## src/rtl/iir_pkg.sv

```systemverilog
// iir_pkg: shared constants, FSM states and fixed-point conversion helpers for the biquad stage
package iir_pkg;
  localparam int DATA_W = 16;
  localparam int FRAC_W = 11;
  localparam int ACC_W = 20;
  localparam logic [DATA_W-2:0] SAT_MAX_MAG = 15'h7FFF;
  typedef enum logic [2:0] {IDLE, MAC, DRAIN, ROUND, OUT} state_t;
  function automatic logic signed [ACC_W-1:0] sm2tc(input logic [DATA_W-1:0] v);
    logic signed [ACC_W-1:0] m;
    m = signed'({{(ACC_W-DATA_W+1){1'b0}}, v[DATA_W-2:0]});
    return v[DATA_W-1] ? -m : m;
  endfunction
  function automatic logic [ACC_W-1:0] tc_mag(input logic signed [ACC_W-1:0] a);
    return a[ACC_W-1] ? -a : a;
  endfunction
  function automatic logic is_sat(input logic signed [ACC_W-1:0] a);
    return tc_mag(a) > ACC_W'(SAT_MAX_MAG);
  endfunction
  function automatic logic [DATA_W-1:0] tc2sm_sat(input logic signed [ACC_W-1:0] a);
    logic [ACC_W-1:0] mag;
    mag = tc_mag(a);
    return {a[ACC_W-1], mag > ACC_W'(SAT_MAX_MAG) ? SAT_MAX_MAG : mag[DATA_W-2:0]};
  endfunction
endpackage

```

## src/rtl/iir_sat_acc.sv

```systemverilog
// iir_sat_acc: two's complement product accumulator with saturating sign-magnitude output (sticky flag with IIR_SAT_STICKY_EN)
module iir_sat_acc
  import iir_pkg::*;
(
  input  logic              clk,
  input  logic              rst_n,
  input  logic              clr,
  input  logic              en,
  input  logic [DATA_W-1:0] prod,
`ifdef IIR_SAT_STICKY_EN
  input  logic              rnd,
  output logic              sat_sticky,
`endif
  output logic [DATA_W-1:0] res
);
  logic signed [ACC_W-1:0] acc;
  always_ff @(posedge clk or negedge rst_n)
    if (!rst_n) acc <= '0;
    else if (clr) acc <= '0;
    else if (en) acc <= acc + sm2tc(prod);
  assign res = tc2sm_sat(acc);
`ifdef IIR_SAT_STICKY_EN
  always_ff @(posedge clk or negedge rst_n)
    if (!rst_n) sat_sticky <= 1'b0;
    else if (rnd && is_sat(acc)) sat_sticky <= 1'b1;
`endif
endmodule

```

## src/rtl/multiplier.sv

```systemverilog
// multiplier: S.4.11 sign-magnitude product, magnitude truncated to 15 bits
module multiplier (
  input  logic [15:0] a,
  input  logic [15:0] b,
  output logic [15:0] p
);
  logic [29:0] m;
  assign m = a[14:0] * b[14:0];
  assign p = {a[15] ^ b[15], 15'(m >> 11)};
endmodule

```

## src/rtl/iir_biquad_seq.sv

```systemverilog
// iir_biquad_seq: sequential DF-I biquad on one shared multiplier; IIR_SAT_STICKY_EN adds the sat_sticky port
module iir_biquad_seq
  import iir_pkg::*;
(
  input  logic              clk,
  input  logic              rst_n,
  input  logic              in_valid,
  output logic              in_ready,
  input  logic [DATA_W-1:0] in_sample,
  input  logic [DATA_W-1:0] coef_b0,
  input  logic [DATA_W-1:0] coef_b1,
  input  logic [DATA_W-1:0] coef_b2,
  input  logic [DATA_W-1:0] coef_a1,
  input  logic [DATA_W-1:0] coef_a2,
  output logic              out_valid,
  input  logic              out_ready,
`ifdef IIR_SAT_STICKY_EN
  output logic              sat_sticky,
`endif
  output logic [DATA_W-1:0] out_sample
);
  state_t state;
  logic [2:0] k;
  logic [DATA_W-1:0] x0, x1, x2, y1, y2, coef_sel, data_sel, prod, prod_q, res;
  logic prod_v;
  always_comb begin
    coef_sel = k == 3'd0 ? coef_b0 :
               k == 3'd1 ? coef_b1 :
               k == 3'd2 ? coef_b2 :
               k == 3'd3 ? {~coef_a1[DATA_W-1], coef_a1[DATA_W-2:0]} :
                           {~coef_a2[DATA_W-1], coef_a2[DATA_W-2:0]};
    data_sel = k == 3'd0 ? x0 : k == 3'd1 ? x1 : k == 3'd2 ? x2 : k == 3'd3 ? y1 : y2;
  end
  multiplier u_mul (.a(coef_sel), .b(data_sel), .p(prod));
  iir_sat_acc u_acc (
    .clk(clk),
    .rst_n(rst_n),
    .clr(state == IDLE && in_valid),
    .en(prod_v),
    .prod(prod_q),
`ifdef IIR_SAT_STICKY_EN
    .rnd(state == ROUND),
    .sat_sticky(sat_sticky),
`endif
    .res(res)
  );
  always_ff @(posedge clk or negedge rst_n)
    if (!rst_n) begin
      state <= IDLE;
      k <= '0;
      in_ready <= 1'b1;
      out_valid <= 1'b0;
      out_sample <= '0;
      prod_q <= '0;
      prod_v <= 1'b0;
      {x0, x1, x2, y1, y2} <= '0;
    end else begin
      prod_q <= prod;
      prod_v <= state == MAC;
      case (state)
        IDLE: if (in_valid) begin
          x0 <= in_sample;
          k <= '0;
          in_ready <= 1'b0;
          state <= MAC;
        end
        MAC: begin
          k <= k + 3'd1;
          if (k == 3'd4) state <= DRAIN;
        end
        DRAIN: state <= ROUND;
        ROUND: begin
          out_sample <= res;
          out_valid <= 1'b1;
          state <= OUT;
        end
        OUT: if (out_ready) begin
          x2 <= x1;
          x1 <= x0;
          y2 <= y1;
          y1 <= out_sample;
          out_valid <= 1'b0;
          in_ready <= 1'b1;
          state <= IDLE;
        end
        default: state <= IDLE;
      endcase
    end
endmodule

```

## config.mk

```make
export PLATFORM = sky130hd
export DESIGN_NAME = iir_biquad_seq
export DESIGN_NICKNAME = d
export VERILOG_FILES = /design/src/rtl/iir_pkg.sv /design/src/rtl/iir_sat_acc.sv /design/src/rtl/multiplier.sv /design/src/rtl/iir_biquad_seq.sv
export SDC_FILE = /design/constraint.sdc
export NUM_CORES = 1
export LEC_CHECK = 0
export ABC_AREA = 0
export CAP_MARGIN = 10
export CORE_UTILIZATION = 55
export DETAILED_ROUTE_END_ITERATION = 7
export GPL_ROUTABILITY_DRIVEN = 0
export GPL_TIMING_DRIVEN = 0
export MAX_ROUTING_LAYER = met4
export PLACE_DENSITY = 0.75
export SLEW_MARGIN = 20
export SYNTH_ARGS = -nofsm -noshare
export SYNTH_HDL_FRONTEND = slang
export SYNTH_SLANG_ARGS = --single-unit
```

## constraint.sdc

```tcl
create_clock -name clk -period 7.7 [get_ports clk]
set_input_delay 0.77 -clock clk [delete_from_list [all_inputs] [get_ports clk]]
set_output_delay 0.77 -clock clk [all_outputs]
set_load 0.005 [all_outputs]
```

==> results of run 1 <==
## path summary, 6_finish.rpt
| path | cells after the start | to | slack, ps | startpoint |
|---|---|---|---|---|
| hold reg to reg | 1 | out_valid$_DFFE_PN0P_ | 480 | out_valid$_DFFE_PN0P_ |
| min in group clk | 1 | out_valid$_DFFE_PN0P_ | 480 | out_valid$_DFFE_PN0P_ |
| setup reg to reg | 31 | prod_q[5]$_DFF_PN0_ | 180 | k[0]$_DFFE_PN0P_ |
| setup / recovery | 31 | prod_q[5]$_DFF_PN0_ | 180 | k[0]$_DFFE_PN0P_ |
| hold / removal | 1 | u_acc.acc[16]$_DFFE_PN0P_ | 220 | rst_n |
| max in group asynchronous | 2 | in_ready$_DFFE_PN1P_ | 6680 | rst_n |
## Yosys cell counts, types with 9 or more instances
master and n:
sky130_fd_sc_hd__clkbuf_1 45, sky130_fd_sc_hd__buf_2 15, sky130_fd_sc_hd__mux2i_1 55, sky130_fd_sc_hd__or3_1 9
sky130_fd_sc_hd__or2_2 19, sky130_fd_sc_hd__a21oi_1 78, sky130_fd_sc_hd__xnor2_1 34, sky130_fd_sc_hd__inv_1 215
sky130_fd_sc_hd__ha_1 96, sky130_fd_sc_hd__nand2_1 181, sky130_fd_sc_hd__a211oi_1 12, sky130_fd_sc_hd__mux2_2 67
sky130_fd_sc_hd__nand3_1 14, sky130_fd_sc_hd__nor2_1 223, sky130_fd_sc_hd__xor2_1 27, sky130_fd_sc_hd__fa_1 162
sky130_fd_sc_hd__nor3_1 9, sky130_fd_sc_hd__dfrtp_1 140, sky130_fd_sc_hd__o21ai_0 46, sky130_fd_sc_hd__nand2b_1 25
sky130_fd_sc_hd__nor2b_1 9, sky130_fd_sc_hd__a21o_1 11
## worst max-delay path, delay by kind of cell (launching register included)
family	cells	cell delay, ps
mux	1	130
compound gates	8	1540
flops	1	430
simple gates	4	620
buf+inv	8	880
fa+ha+maj	9	3660
xor+xnor	1	150
## metal layers
layer	vias to the layer above	global-route usage	routed length (um)
li1	5557	-	-
met1	5981	0.428	17200
met2	541	0.503	19700
met3	86	0.0834	4010
met4	0	0.0867	1070
met5	-	-	0
## area by class of cell
class | instances | area (um2)
multi-input cells | 1171 | 10300
fillers | 1846 | 7970
flip-flops and latches | 141 | 3530
repair buffers | 194 | 1860
inverters | 215 | 811
plain buffers | 69 | 547
clock buffers | 17 | 425
well taps | 335 | 419
clock inverters | 15 | 164
## cells by family after synthesis
kind of cell | count (synthesis)
compound gates | 200
xor+xnor | 61
fa+ha+maj | 258
buf+inv | 285
flops | 141
mux | 123
simple gates | 528
## stage by stage
step	hold slack, ps	TNS [ps]	instances	setup WS (ps)
floorplan	462	0	1596	141
global placement	467	-15580	2048	-1340
detailed placement	467	-16690	2049	-1400
CTS	235	0	2100	2.48
global route	249	-591	2157	-138
finish	225	0	2157	180
## flip-flops by register name, summed over array words and instances, names as in the netlist
signal	count
x0	16
x2	16
state	3
k	3
x1	16
prod_q	16
u_acc.acc	20
out_valid	1
in_ready	1
y1	16
prod_v	1
out_sample	16
y2	16
## repair_timing
| item | CTS | global route |
|---|---|---|
| cloned | 0 | 3 |
| hold endpoints to repair | 0 | 0 |
| pin swaps | 12 | 39 |
| buffers inserted | 20 | 54 |
| resized for setup | 100 | 98 |
| setup endpoints to repair | 15 | 13 |
==> summary.md, run 1 <==
| Metric | Value |
|---|---|
| H-tree levels | 4 |
| Data required time at the worst endpoint | 8040 ps |
| Final hold violation count | 0 |
| Cell with the biggest individual delay on the critical path | sky130_fd_sc_hd__fa_1 |
| Number of buffers created by CTS | 17 |
| Sort of element at the end of the critical path | flip-flop |
| GRT Overall Usage | 0.326 |
| Cell Area, Synth | 14500 um2 |
| Worst stage delay on the critical path | 600 ps |
| Cell type contributing the most total cell area after synthesis | sky130_fd_sc_hd__dfrtp_1 |
| Compound-Gate Fraction of Synth Area | 0.0856 |
| Number of I/O port buffers | 117 |
| Max capacitance violation total | 0 |
| Final standard cell utilization of the core | 0.693 |
| Wire length per cell after detailed routing | 19.5 um |
| Largest fanout of any net on the critical path | 6 |
| Most common cell after layout, fill and taps aside | sky130_fd_sc_hd__nor2_1 |
| Layout Nets | 2167 |
| Commonest non-fill, non-tap cells in the layout | sky130_fd_sc_hd__nor2_1, sky130_fd_sc_hd__inv_1, sky130_fd_sc_hd__nand2_1 |
| Synth Register Bits | 141 |
| Yosys Warn Count | 0 |
| Half-perimeter wire length of the detailed placement result | 31500 um |
| Synthesized-area fraction occupied by and/or/nand/nor cells | 0.161 |
| Relative slew slack | 0.397 |
| Highest attainable clock frequency | 0.133 GHz |
| Clk Latency, worst-skew pair | 440 ps |
| Maximum count of clock buffers along a single path | 2 |
| Chip Height | 164 um |
| Class of the most critical setup path | flip-flop to flip-flop |
| Post-synth EDFFs | 0 |
| Post-detailed-placement cell area | 16100 um2 |
| Via count of the first global-routing pass | 12000 |
| Max-slew violation count | 0 |
| Total grt overflow | 0 |
| Number of unique standard cell types used by synthesis | 71 |
| Antenna-violating nets left | 0 |
| Via total after detailed routing | 12200 |
| Worst-Margin Slew | 891 ps |
| Clk root buf | sky130_fd_sc_hd__clkbuf_16 |
| Via-to-Cell Ratio | 5.64 |
| Drt pass-1 iters | 5 |
| Shortest period the worst path allows | 7520 ps |
| Proportion of synthesized area in mux cells | 0.0910 |
| Synth top area cells | sky130_fd_sc_hd__dfrtp_1, sky130_fd_sc_hd__fa_1, sky130_fd_sc_hd__ha_1 |
| Horizontal extent of the die | 164 um |
| Adder-cell area share of the yosys netlist | 0.306 |
| Final worst clock skew | 10.8 ps |
| CP arrival | 7860 ps |
| Clock tree from TritonCTS | done |
| Most used cell along the critical path | sky130_fd_sc_hd__fa_1 |
| I/O pins | 118 |
| Fraction of registers with async set/reset | 1.00 |
| Syn_area_per_cell | 9.09 um2 |
| Clock-pin slew reported for the worst setup and hold paths after clock tree synthesis | 70 ps |
| Worst min-delay path class | primary input to asynchronous set/reset pin |
| Floorplan core area | 26000 um2 |
| Result of the run | finished, final reports clean |
| DRC viols | 0 |
| Row cnt | 59 |
| Synth-to-layout area growth | 24.2% |
| Net count after synthesis | 1954 |
| Ratio of final minimum period to clock period | 0.977 |
| Cell area after layout | 18000 um2 |
| Cells after synthesis | 1596 |
| Worst setup SP type | flip-flop |
| Pin count of the biggest net entering global routing | 97 |
| Initial antenna violation count | 0 |
| Initial core utilization | 0.558 |
| Number of failing setup endpoints in the final timing report | 0 |
| Leading register cell type out of synthesis | sky130_fd_sc_hd__dfrtp_1 |
| Area share of the leading cell type in the synthesized netlist | 0.241 |
| Sequential share of the synthesized area | 0.243 |
| Fraction of synthesized cell area in xor and xnor cells | 0.0368 |
| Iter 0 DRT Violations | 1072 |
| Share of cells above drive strength 1 | 0.175 |
| Dominant combinational cell family by area after synthesis | adder cells |
| Wire length of the first global-routing pass | 64600 um |
| Count of hold buffers inserted by post-cts repair | 0 |
| Sink count of the clock tree | 141 |
| Setup repair after global routing missed its margin | true |
| Count of antenna diodes in the layout | 0 |
| Overall die area | 27000 um2 |
| Final Routed Wirelength | 42000 um |
Power of run 1 is not shown: default switching activity piles up to over one toggle a cycle in this logic, so the estimate is an artifact.
==> run 2, diff against run 1 <==
Settings changed: CTS_CLUSTER_SIZE from default to 8.
==> results of run 2 <==
Final layout, timing and power as in run 1 (identical DEF).
Power of run 2 is left out for the same reason.
==> run 3, diff against run 2 <==
Settings changed: CORE_MARGIN from default to 1, MAX_ROUTING_LAYER met4 to default.
==> summary.md, run 3 (synthesis gave the netlist of run 1 again) <==
| Metric | Value |
|---|---|
| Largest fanout of any net on the critical path | 6 |
| Data required time at the worst endpoint | 8040 ps |
| Initial antenna violation count | 0 |
| Flip-flop count of the largest register after layout | 20 |
| Worst min-delay path class | primary input to asynchronous set/reset pin |
| Final Routed Wirelength | 42000 um |
| Iter 0 DRT Violations | 1136 |
| GRT Overall Usage | 0.316 |
| Placed Instances | 2049 |
| Max-slew violation count | 0 |
| Final hold violation count | 0 |
| Most used cell along the critical path | sky130_fd_sc_hd__fa_1 |
| Horizontal extent of the die | 164 um |
| Count of hold buffers inserted by post-cts repair | 0 |
| Post-route setup TNS | 0 ps |
| Drt pass-1 iters | 5 |
| Antenna-violating nets left | 0 |
| Maximum count of clock buffers along a single path | 2 |
| Clk Latency, worst-skew pair | 440 ps |
| DRC viols | 0 |
| Result of the run | finished, final reports clean |
| Final worst clock skew | 14.0 ps |
| Number of buffers created by CTS | 17 |
| Count of antenna diodes in the layout | 0 |
| Row cnt | 59 |
| Clock tree from TritonCTS | done |
| Worst-Margin Slew | 901 ps |
| Pin count of the biggest net entering global routing | 97 |
| Highest attainable clock frequency | 0.132 GHz |
| Synth-to-layout area growth | 24.2% |
| Number of cells in the finished layout apart from fillers | 2152 |
| Count of cells along the worst register-to-register path | 31 |
| Commonest non-fill, non-tap cells in the layout | sky130_fd_sc_hd__nor2_1, sky130_fd_sc_hd__inv_1, sky130_fd_sc_hd__nand2_1 |
| Worst R2R Setup Slack | 130 ps |
| Via total after detailed routing | 12200 |
| Initial core utilization | 0.558 |
| Max capacitance violation total | 0 |
| Sink count of the clock tree | 141 |
| Half-perimeter wire length of the detailed placement result | 31500 um |
| Relative slew slack | 0.391 |
| Wire length of the first global-routing pass | 64400 um |
| Share of cells above drive strength 1 | 0.174 |
| I/O pins | 118 |
| Cell with the biggest individual delay on the critical path | sky130_fd_sc_hd__fa_1 |
| Wire length per cell after detailed routing | 19.5 um |
| Source of the worst register-to-register timing path | k[0]$_DFFE_PN0P_ |
| CP arrival | 7910 ps |
| Chip Height | 164 um |
| Count of cell instances traversed by the critical path | 31 |
| Number of failing setup endpoints in the final timing report | 0 |
| Kind of cell adding the most delay to the critical path | adder cells |
| Sort of element at the end of the critical path | flip-flop |
| R2r endpoint | prod_q[5]$_DFF_PN0_ |
| Class of the most critical setup path | flip-flop to flip-flop |
| Worst stage delay on the critical path | 590 ps |
| H-tree levels | 4 |
| Shortest period the worst path allows | 7570 ps |
| Overall die area | 27000 um2 |
| Setup Slack @ Placement | -1400 ps |
| Floorplan core area | 26000 um2 |
| Register with the highest flop count | u_acc.acc |
| WP buf/inv | 8 |
| Clk root buf | sky130_fd_sc_hd__clkbuf_16 |
| Total grt overflow | 0 |
| Layout Nets | 2162 |
| Number of I/O port buffers | 117 |
| Most common cell after layout, fill and taps aside | sky130_fd_sc_hd__nor2_1 |
| Via count of the first global-routing pass | 12100 |
| Setup repair after global routing missed its margin | true |
| Least setup slack across all paths after layout | 128 ps |
| Ratio of final minimum period to clock period | 0.983 |
| Via-to-Cell Ratio | 5.66 |
| Clock-pin slew reported for the worst setup and hold paths after clock tree synthesis | 70 ps |
| Worst setup SP type | flip-flop |
run 3: metrics by stage:
step / cell area, um2 / hold WS [ps] / utilization
6_report: 18000 / 223 / 0.693
3_5_place_dp: 16100 / 467 / 0.621
5_1_grt: 18000 / 247 / 0.693
3_3_place_gp: 16100 / 467 / 0.620
2_1_floorplan: 14500 / 462 / -
4_1_cts: 17300 / 235 / 0.664
run 3: what timing repair did:
action / 4_1_cts / 5_1_grt
setup buffers: 20 / 48
pin swaps: 12 / 35
gates cloned: 0 / 4
endpoints found under the setup margin: 15 / 13
resized for setup: 100 / 98
run 3: worst max path at each step:
stage	startpoint	to	slack, ps
after floorplan	k[2]$_DFFE_PN0P_	prod_q[5]$_DFF_PN0_	140
after global placement	k[2]$_DFFE_PN0P_	prod_q[14]$_DFF_PN0_	-1340
after detailed placement	k[2]$_DFFE_PN0P_	prod_q[14]$_DFF_PN0_	-1400
after CTS	k[0]$_DFFE_PN0P_	prod_q[13]$_DFF_PN0_	2
after global routing	k[1]$_DFFE_PN0P_	prod_q[13]$_DFF_PN0_	-120
final	k[0]$_DFFE_PN0P_	prod_q[5]$_DFF_PN0_	130
run 3: cell type report:
cell class / instances / area, um2
fill: 1850 / 7970
timing repair buffer: 189 / 1840
clock inverter: 15 / 164
clock buffer: 17 / 425
inverter: 215 / 811
buffer: 69 / 547
tap: 335 / 419
multi-input combinational: 1171 / 10300
sequential: 141 / 3530
run 3: metal layers:
layer | wire length [um] | global-route usage
met2 | 19900 | 0.503
met3 | 3920 | 0.0889
met5 | 0 | 0
met1 | 17200 | 0.425
met4 | 936 | 0.0826
Power of run 3 is left out for the same reason.
